[src/rtl/adam_aes_key_expansion_reverse.sv]
// Reverse AES-128 key schedule: walks round keys 10 down to 0 over a valid/ready stream.
// Optional macro ADAM_AES_KEYEXP_REV_INVMC_EN applies InvMixColumns to keys 1..9 on the output.

module adam_aes_sbox_byte (
  input  logic [7:0] a_i,
  output logic [7:0] s_o
);

  function automatic logic [7:0] gf_mul(input logic [7:0] a, input logic [7:0] b);
    logic [7:0] p;
    logic [7:0] x;
    p = 8'h00;
    x = a;
    for (int i = 0; i < 8; i++) begin
      if (b[i]) p = p ^ x;
      x = {x[6:0], 1'b0} ^ (x[7] ? 8'h1b : 8'h00);
    end
    return p;
  endfunction

  // Multiplicative inverse as a^254 (maps 0 to 0), then the affine transform.
  function automatic logic [7:0] sbox(input logic [7:0] a);
    logic [7:0] sq;
    logic [7:0] r;
    sq = a;
    r  = 8'h01;
    for (int i = 1; i < 8; i++) begin
      sq = gf_mul(sq, sq);
      r  = gf_mul(r, sq);
    end
    return r ^ {r[6:0], r[7]} ^ {r[5:0], r[7:6]} ^ {r[4:0], r[7:5]} ^
           {r[3:0], r[7:4]} ^ 8'h63;
  endfunction

  assign s_o = sbox(a_i);

endmodule

module adam_aes_key_expansion_reverse #(
  parameter int NR = 10  // only AES-128 (10 rounds) is supported
) (
  input  logic         clk,
  input  logic         reset_n,
  input  logic [127:0] last_key,
  input  logic         init,
  output logic         rk_valid,
  input  logic         rk_ready,
  output logic [127:0] rk_data,
  output logic [3:0]   rk_idx,
  output logic         busy,
  output logic         done
);

  // Handshake: a key transfers on any rising clk edge where rk_valid && rk_ready;
  // rk_valid never drops and rk_data/rk_idx never change until that transfer happens.

  localparam logic [3:0] LastRound = 4'(NR);

  typedef enum logic [1:0] {S_IDLE, S_EMIT, S_STEP, S_DONE} state_e;

  state_e       state_q, state_d;
  logic [127:0] key_q, key_d;
  logic [3:0]   ctr_q, ctr_d;

  logic [31:0]  wa, wb, wc, wd;
  logic [31:0]  p0, p1, p2, p3;
  logic [31:0]  rot;
  logic [31:0]  sub;
  logic [127:0] key_out;

  function automatic logic [7:0] rcon(input logic [3:0] r);
    case (r)
      4'd1:    rcon = 8'h01;
      4'd2:    rcon = 8'h02;
      4'd3:    rcon = 8'h04;
      4'd4:    rcon = 8'h08;
      4'd5:    rcon = 8'h10;
      4'd6:    rcon = 8'h20;
      4'd7:    rcon = 8'h40;
      4'd8:    rcon = 8'h80;
      4'd9:    rcon = 8'h1b;
      4'd10:   rcon = 8'h36;
      default: rcon = 8'h00;
    endcase
  endfunction

  assign {wa, wb, wc, wd} = key_q;
  assign p3  = wd ^ wc;
  assign p2  = wc ^ wb;
  assign p1  = wb ^ wa;
  assign rot = {p3[23:0], p3[31:24]};

  adam_aes_sbox_byte u_sbox0 (.a_i(rot[31:24]), .s_o(sub[31:24]));
  adam_aes_sbox_byte u_sbox1 (.a_i(rot[23:16]), .s_o(sub[23:16]));
  adam_aes_sbox_byte u_sbox2 (.a_i(rot[15:8]),  .s_o(sub[15:8]));
  adam_aes_sbox_byte u_sbox3 (.a_i(rot[7:0]),   .s_o(sub[7:0]));

  assign p0 = wa ^ sub ^ {rcon(ctr_q), 24'h0};

`ifdef ADAM_AES_KEYEXP_REV_INVMC_EN
  function automatic logic [7:0] xt(input logic [7:0] a);
    return {a[6:0], 1'b0} ^ (a[7] ? 8'h1b : 8'h00);
  endfunction

  // 9,11,13,14 multiples built from x2/x4/x8.
  function automatic logic [31:0] inv_mix_col(input logic [31:0] c);
    logic [7:0] a [4];
    logic [7:0] m9 [4];
    logic [7:0] mb [4];
    logic [7:0] md [4];
    logic [7:0] me [4];
    logic [7:0] x2, x4, x8;
    for (int i = 0; i < 4; i++) begin
      a[i]  = c[31-8*i -: 8];
      x2    = xt(a[i]);
      x4    = xt(x2);
      x8    = xt(x4);
      m9[i] = x8 ^ a[i];
      mb[i] = x8 ^ x2 ^ a[i];
      md[i] = x8 ^ x4 ^ a[i];
      me[i] = x8 ^ x4 ^ x2;
    end
    return {me[0] ^ mb[1] ^ md[2] ^ m9[3],
            m9[0] ^ me[1] ^ mb[2] ^ md[3],
            md[0] ^ m9[1] ^ me[2] ^ mb[3],
            mb[0] ^ md[1] ^ m9[2] ^ me[3]};
  endfunction

  always_comb begin
    key_out = key_q;
    if (ctr_q != 4'd0 && ctr_q != LastRound) begin
      key_out = {inv_mix_col(wa), inv_mix_col(wb), inv_mix_col(wc), inv_mix_col(wd)};
    end
  end
`else
  assign key_out = key_q;
`endif

  always_ff @(posedge clk or negedge reset_n) begin
    if (!reset_n) begin
      state_q <= S_IDLE;
      key_q   <= '0;
      ctr_q   <= '0;
    end else begin
      state_q <= state_d;
      key_q   <= key_d;
      ctr_q   <= ctr_d;
    end
  end

  always_comb begin
    state_d  = state_q;
    key_d    = key_q;
    ctr_d    = ctr_q;
    rk_valid = 1'b0;
    rk_data  = '0;
    rk_idx   = '0;
    busy     = 1'b0;
    done     = 1'b0;
    case (state_q)
      S_IDLE: begin
        if (init) begin
          key_d   = last_key;
          ctr_d   = LastRound;
          state_d = S_EMIT;
        end
      end
      S_EMIT: begin
        rk_valid = 1'b1;
        rk_data  = key_out;
        rk_idx   = ctr_q;
        busy     = 1'b1;
        if (rk_ready) state_d = (ctr_q == 4'd0) ? S_DONE : S_STEP;
      end
      S_STEP: begin
        busy    = 1'b1;
        key_d   = {p0, p1, p2, p3};
        ctr_d   = ctr_q - 4'd1;
        state_d = S_EMIT;
      end
      S_DONE: begin
        done    = 1'b1;
        state_d = S_IDLE;
      end
      default: state_d = S_IDLE;
    endcase
  end

endmodule

[config.mk]
export PLATFORM = sky130hd
export DESIGN_NAME = adam_aes_key_expansion_reverse
export DESIGN_NICKNAME = d
export VERILOG_FILES = /design/src/rtl/adam_aes_key_expansion_reverse.sv
export SDC_FILE = /design/constraint.sdc
export NUM_CORES = 2
export LEC_CHECK = 0
export ABC_AREA = 0
export CAP_MARGIN = 15
export CORE_MARGIN = 5
export CORE_UTILIZATION = 60
export CTS_CLUSTER_DIAMETER = 60
export DETAILED_ROUTE_END_ITERATION = 8
export MAX_ROUTING_LAYER = met4
export PLACE_DENSITY = 0.79
export SETUP_SLACK_MARGIN = 0.5
export SLEW_MARGIN = 20
export SYNTH_ARGS = -nofsm -noshare
export SYNTH_HDL_FRONTEND = slang
export SYNTH_SLANG_ARGS = --single-unit
[constraint.sdc]
create_clock -name clk -period 18.95 [get_ports clk]
set_input_delay 2.8425 -clock clk [delete_from_list [all_inputs] [get_ports clk]]
set_output_delay 2.8425 -clock clk [all_outputs]
set_load 0.05 [all_outputs]
; ---- Yosys cells after proc, flatten, opt, wreduce, memory -nomap -nowiden
; Memories as Yosys holds them, arrays and structs flattened.
; Index checks and enable logic that the tools add are counted.
[totals]
out_inout_bits = 135
reg_bits = 134
wordCells = 1622
mem_count = 1
mem_bits_ro = 128
inputBits = 132
[mem_list]
columns = name, words, word_bits, rd, rd_ports_with_merged_regs, write_ports, line
row1 = (no name shown), 16, 8, 1, 0, 0, 72  ; case (r)
[op_classes]
n_addsub = 1
eq_ne = 5
reduce_logical = 6
bitwise = 781
muxes = 825
[ops]
columns = operator, n
row1 = $xor 8x8->8, 744
row2 = $mux 8, 420
row3 = $mux 5, 368
row4 = $mux 128, 2
row5 = $pmux 128 s2, 1
row6 = $xor 32x32->32, 5
row7 = $mux 7, 4
row8 = $not 1->1 const A, 28
row9 = $mux 4, 6
row10 = $mux 6, 4
row11 = $not 4->4, 4
row12 = $mux 2, 6
row13 = $mux 3, 4
row14 = $mux 1, 8
row15 = $pmux 2 s4, 1
row16 = $pmux 4 s2, 1
row17 = $eq 2x2->1 const B, 2
row18 = $logic_not 4->1, 1
row19 = $ne 2x2->1 const B, 2
row20 = $reduce_and 2->1, 2
row21 = $sub 4x1->4 const B, 1
row22 = $eq 2x1->1 const B, 1
row23 = $logic_not 2->1, 1
row24 = $reduce_bool 2->1, 1
row25 = $reduce_or 2->1, 1

; ---- Logic depth before layout (Yosys ltp)
[logic_depth]
ltp_word = 136
depth_mapped = 71
depth_no_buf = 62

; ---- Hierarchy
; Synthesis repeated with hierarchy kept, for this count alone.
[hier_totals]
hier_cells = 8752
hier_area_um2 = 69156.3
[by_module_without_submodules]
columns = module, seq_area_each_um2, area_per_inst_um2, n_inst, cells_per_inst
row1 = adam_aes_sbox_byte, 0.0, 15220.8, 4, 1942
row2 = adam_aes_key_expansion_reverse, 3353.2, 8272.9, 1, 984

; ---- Least setup slack after synthesis
; No wires, ideal clock.
[synth_path]
path_type = reg-to-reg
start = register key_q[55] (netlist: key_out[55])
end = register key_q[127] (netlist: key_out[127])
setup_time_ns = 0.126
setup_slack_ns = 2.944
path_buffers = 6
arrival_time_ns = 15.880
path_stages_with_launch = 63
path_cell_list = dfrtp_1 -> buf_2 -> xnor2_1 -> inv_2 -> ha_1 -> xor3_1 -> mux2i_1 -> xnor2_1 -> inv_1 -> ha_1 -> clkbuf_1 -> inv_1 -> xnor3_1 -> buf_2 -> xnor2_1 -> nor4_1 -> nor2_1 -> xnor2_1 -> [... 27 more ...] -> xor2_1 -> xnor3_1 -> nor2_1 -> xor2_1 -> xnor2_1 -> xnor3_1 -> xnor3_1 -> xnor2_2 -> nor2_1 -> xor2_1 -> xnor2_1 -> xnor3_1 -> xor2_1 -> xor2_1 -> xnor2_1 -> xnor2_1 -> mux2i_1 -> a21oi_1
[synth_via]
elab_chain_len = 132
[synth_lines]
columns = element, line
row1 = "start, declared", 62  ; logic [127:0] key_q, key_d;
row2 = "start signal, assigned", 146  ; key_q <= key_d;
row3 = $xor 32x32->32 *, 88  ; assign p3 = wd ^ wc;
row4 = $mux 5, 16  ; x = {x[6:0], 1'b0} ^ (x[7] ? 8'h1b : 8'h00);
row5 = $xor 8x8->8, 16
row6 = $xor 8x8->8, 15  ; if (b[i]) p = p ^ x;
row7 = $mux 8, 15
row8 = $xor 8x8->8, 15
row9 = $mux 8, 15
row10 = $xor 8x8->8, 15
row11 = [... 113 more ...], n/a
row12 = $xor 8x8->8, 15
row13 = $mux 8, 15
row14 = $xor 8x8->8, 15
row15 = $mux 8 *, 15
row16 = $xor 8x8->8 (3 in series), 31  ; return r ^ {r[6:0], r[7]} ^ {r[5:0], r[7:6]} ^ {r[4:0], r[7:5]} ^
row17 = $xor 8x8->8 *, 31
row18 = $xor 32x32->32 * (2 in series), 98  ; assign p0 = wa ^ sub ^ {rcon(ctr_q), 24'h0};
row19 = $pmux 128 s2 *, 160  ; case (state_q)
; Mark *: on every way between the ends. The rest lies on a longest branch, timed or not.
; A chain may end at the register's enable or synchronous reset.

; ---- Worst setup path in the final report
[layout_path]
start = register key_q[32] (netlist: key_out[32])
end = register key_q[109] (netlist: key_out[109])
[layout_via]
elab_chain_len = 133
[layout_lines]
columns = element, line
row1 = $xor 32x32->32 *, 88
row2 = $mux 8, 15
row3 = $xor 8x8->8, 15
row4 = $mux 8, 15
row5 = $xor 8x8->8, 15
row6 = $mux 8, 15
row7 = $xor 8x8->8, 15
row8 = $mux 8, 15
row9 = [... 114 more ...], n/a
row10 = $mux 8, 15
row11 = $xor 8x8->8, 15
row12 = $mux 8 *, 15
row13 = $xor 8x8->8 (3 in series), 31
row14 = $xor 8x8->8 *, 31
row15 = $not 4->4 (no source line) *, n/a
row16 = $xor 32x32->32 * (2 in series), 98
row17 = $pmux 128 s2 *, 160
; Marks and branches as above.

==> flow_metrics.env <==
export IMPL_vias_per_cell=6.431
export IMPL_status="completed"
export IMPL_worst_hold_startpoint="key_out[9]"
export IMPL_core_area_mm2=0.1056
export IMPL_setup_viol=0
export IMPL_cp_startpoint_kind="flop"
export IMPL_grt_max_degree=85
export IMPL_cts_root_to_sink_buffers=2
export IMPL_synth_top_area_cell="xnor2_1"
export IMPL_placement_cell_area_mm2=0.06846
export IMPL_syn_to_final_growth_pct=8.411
export IMPL_timing_critical_path_fanout_max=36
export IMPL_fin_util_pct=65.69
export IMPL_max_slew_margin_pct=22.87
export IMPL_mapped_cell_area_mm2=0.06397
export IMPL_synth_seq_area_share_pct=5.242
export IMPL_worst_skew_pair_latency_ns=0.51
export IMPL_dr_pass1_iters=7
export IMPL_final_min_period_over_clock_period_pct=92.64
export IMPL_tightest_slew_ns=1.149
export IMPL_synth_main_ff_cell="dfrtp_1"
export IMPL_rsz0062_at_grt="no"
export IMPL_wire_per_inst_um=21.25
export IMPL_arrival_ns=17.91
export IMPL_detailedRoute_firstIterationViolations=7639
export IMPL_path_buf_inv=8
export IMPL_worst_setup_path_startpoint="key_out[32]"
export IMPL_timing_critical_path_mode_cell="xnor3_1"
export IMPL_yosys_register_bits=134
export IMPL_ant_nets=0
export IMPL_synth_lib_cells_used_distinct=112
export IMPL_regToRegStartpoint="key_out[32]"
export IMPL_initial_utilization_pct=60.59
export IMPL_cap_violations=0
export IMPL_postSynthNetCount=8573
export IMPL_critical_path_max_stage_delay_ns=0.69
export IMPL_final_layout_size_suffix_gt1_share_pct=9.005
export IMPL_antenna_found_initial=15
export IMPL_synth_edff_count=0
export IMPL_detail_route_wirelength_um=209100
export IMPL_final_net_count=8577
export IMPL_synth_top_cells_by_area="xnor2_1, xnor3_1, nor2_1, xor2_1, dfrtp_1"
export IMPL_r2r_cells=56
export IMPL_layout_cells_most_common="xnor2_1"
export IMPL_hold_class="flop to flop"
export IMPL_tritoncts="yes"
export IMPL_detailedPlacementHpwl_um=153900
export IMPL_globalplace_congestion=0.9760
export IMPL_floorplan_die_area_mm2=0.1132
export IMPL_cpLargestDelayFamily="XOR/XNOR gates"
export IMPL_reg2reg_setup_slack_ns=1.39
export IMPL_n_fill_cell=9204
export IMPL_site_rows=119
export IMPL_post_synth_cell_area_avg_um2=7.604
export IMPL_worstPathRequired_ns=19.30
export IMPL_cp_depth=56
export IMPL_synth_warning_count=0
export IMPL_path_clk_slew_ns=0.08
export IMPL_postSynthCellCount=8412
export IMPL_boundaryPins=267
export IMPL_tns_ns=0
export IMPL_fin_crit_ns=17.56
export IMPL_first_pass_grt_wire_length_um=327900
export IMPL_final_cell_mix="xnor2_1, nor2_1, nand2_1"
export IMPL_die_height_um=336.5
export IMPL_grt_util_all_layers_pct=36.27
export IMPL_drc=0
export IMPL_grt_overflow_total=0
export IMPL_finalHoldViolations=0
export IMPL_finalMaxSlewViolations=0
export IMPL_chip_width_um=336.5
export IMPL_async_flop_share_pct=100.0
export IMPL_routed_via_count=63260
export IMPL_final_design_area_no_fill_mm2=0.06935
export IMPL_worst_setup_end_kind="flop"
export IMPL_clkSinkCount=134
export IMPL_number_of_buffers_added_by_the_clock_tree_synthesis_step=17
export IMPL_type_of_the_worst_setup_path="flop to flop"
export IMPL_fmax_ghz=0.05696
export IMPL_slowest_stage="xnor2_1"
export IMPL_crit_reg2reg_capture="key_out[109]"
export IMPL_crit_end="key_out[109]"
export IMPL_cts_htree_levels=4
export IMPL_grt_pass1_vias=58640
export IMPL_cts_hold_fix_buffers=0
export IMPL_synth_top_area_share_pct=20.65
export IMPL_placement_io_buffers=266
export IMPL_worst_clock_skew_ns=0.02542
export IMPL_cts_root_buf="clkbuf_16"
## through the flow
stage          setup WS (ns)  hold WS (ns)  cells
2_1_floorplan          2.944        0.4773   8412
3_3_place_gp          0.5055        0.5028   9787
3_5_place_dp          0.9399        0.5250   9787
4_1_cts               0.8482        0.5388   9819
5_1_grt               0.4782        0.5796   9837
6_report               1.395        0.5364   9837
## synthesized netlist by cell type, drive strengths merged, types with 21 or more instances
cell and number:
or2 31, a221oi 29, o32ai 30, dfrtp 134
o221ai 38, xor3 47, ha 29, a32oi 24
o22ai 220, and2 178, a22oi 59, nand3 244
a21o 21, nor2b 47, nand4 31, nand2 767
a21oi 532, xnor2 1664, clkbuf 368, o211ai 76
inv 97, a211o 30, nor3 217, a211oi 82
a31oi 73, o21a 23, xnor3 367, mux2 40
buf 199, nand2b 45, mux2i 221, o21ai 452
o31ai 29, and3 38, or3 37, nor2 1171
xor2 461
## area by class of cell
cell class                 count  area, um^2  area share (%)
sequential                   134        3353           4.836
multi-input combinational   7605       58380           84.19
clock buffer                  17       425.4          0.6135
antenna                       17       42.54         0.06135
clock inverter                15       185.2          0.2670
timing repair buffer         553        4818           6.948
tap                         1391        1740           2.510
inverter                     105       397.9          0.5738
## worst min-delay path by stage
stage	to	slack, ns	depth (start not counted)
floorplan	key_out[106]	0.48	1
detailed placement	key_out[9]	0.52	2
CTS	key_out[9]	0.54	2
finish	key_out[9]	0.54	2
global route	key_out[9]	0.58	2
global placement	key_out[7]	0.50	2
## kinds of logic (layout without fill, tap and decap cells)
logic type | after synthesis | after routing | share of synthesized area, %
AND/OR/NAND/NOR | 2885 | 2885 | 19.98
XOR/XNOR | 2539 | 2540 | 46.84
AO/OA/AOI/OAI | 1887 | 1887 | 18.62
buffers and inverters | 674 | 690 | 4.479
multiplexers | 262 | 262 | 4.249
flip-flops | 134 | 134 | 5.242
adder cells (fa/ha/maj) | 31 | 31 | 0.5986
other | 0 | 17 | 0
## tightest hold or removal path, stage by stage, from the launching register on
cell and delay (ns):
dfrtp_1 0.38, nand2_1 0.05, o21ai_0 0.06
## per-layer routing
layer,wire [um],up-vias,track usage (%)
met4,7992,0,12.76
met5,0,-,-
met1,86050,29940,48.39
met3,22420,520,7.110
li1,-,29280,-
met2,92620,3517,55.20
## registers in the layout, indices dropped and copies added, names as in the netlist
register,flops
key_out,128
state_q,2
ctr_q,4
## repair_timing
item	4_1_cts	5_1_grt
resized for setup	0	28
setup endpoints to repair	0	29
setup buffers	0	0
Power is left out: the tool's default activity adds up to more than one toggle a clock period on the data nets, which glitch-free logic cannot reach.
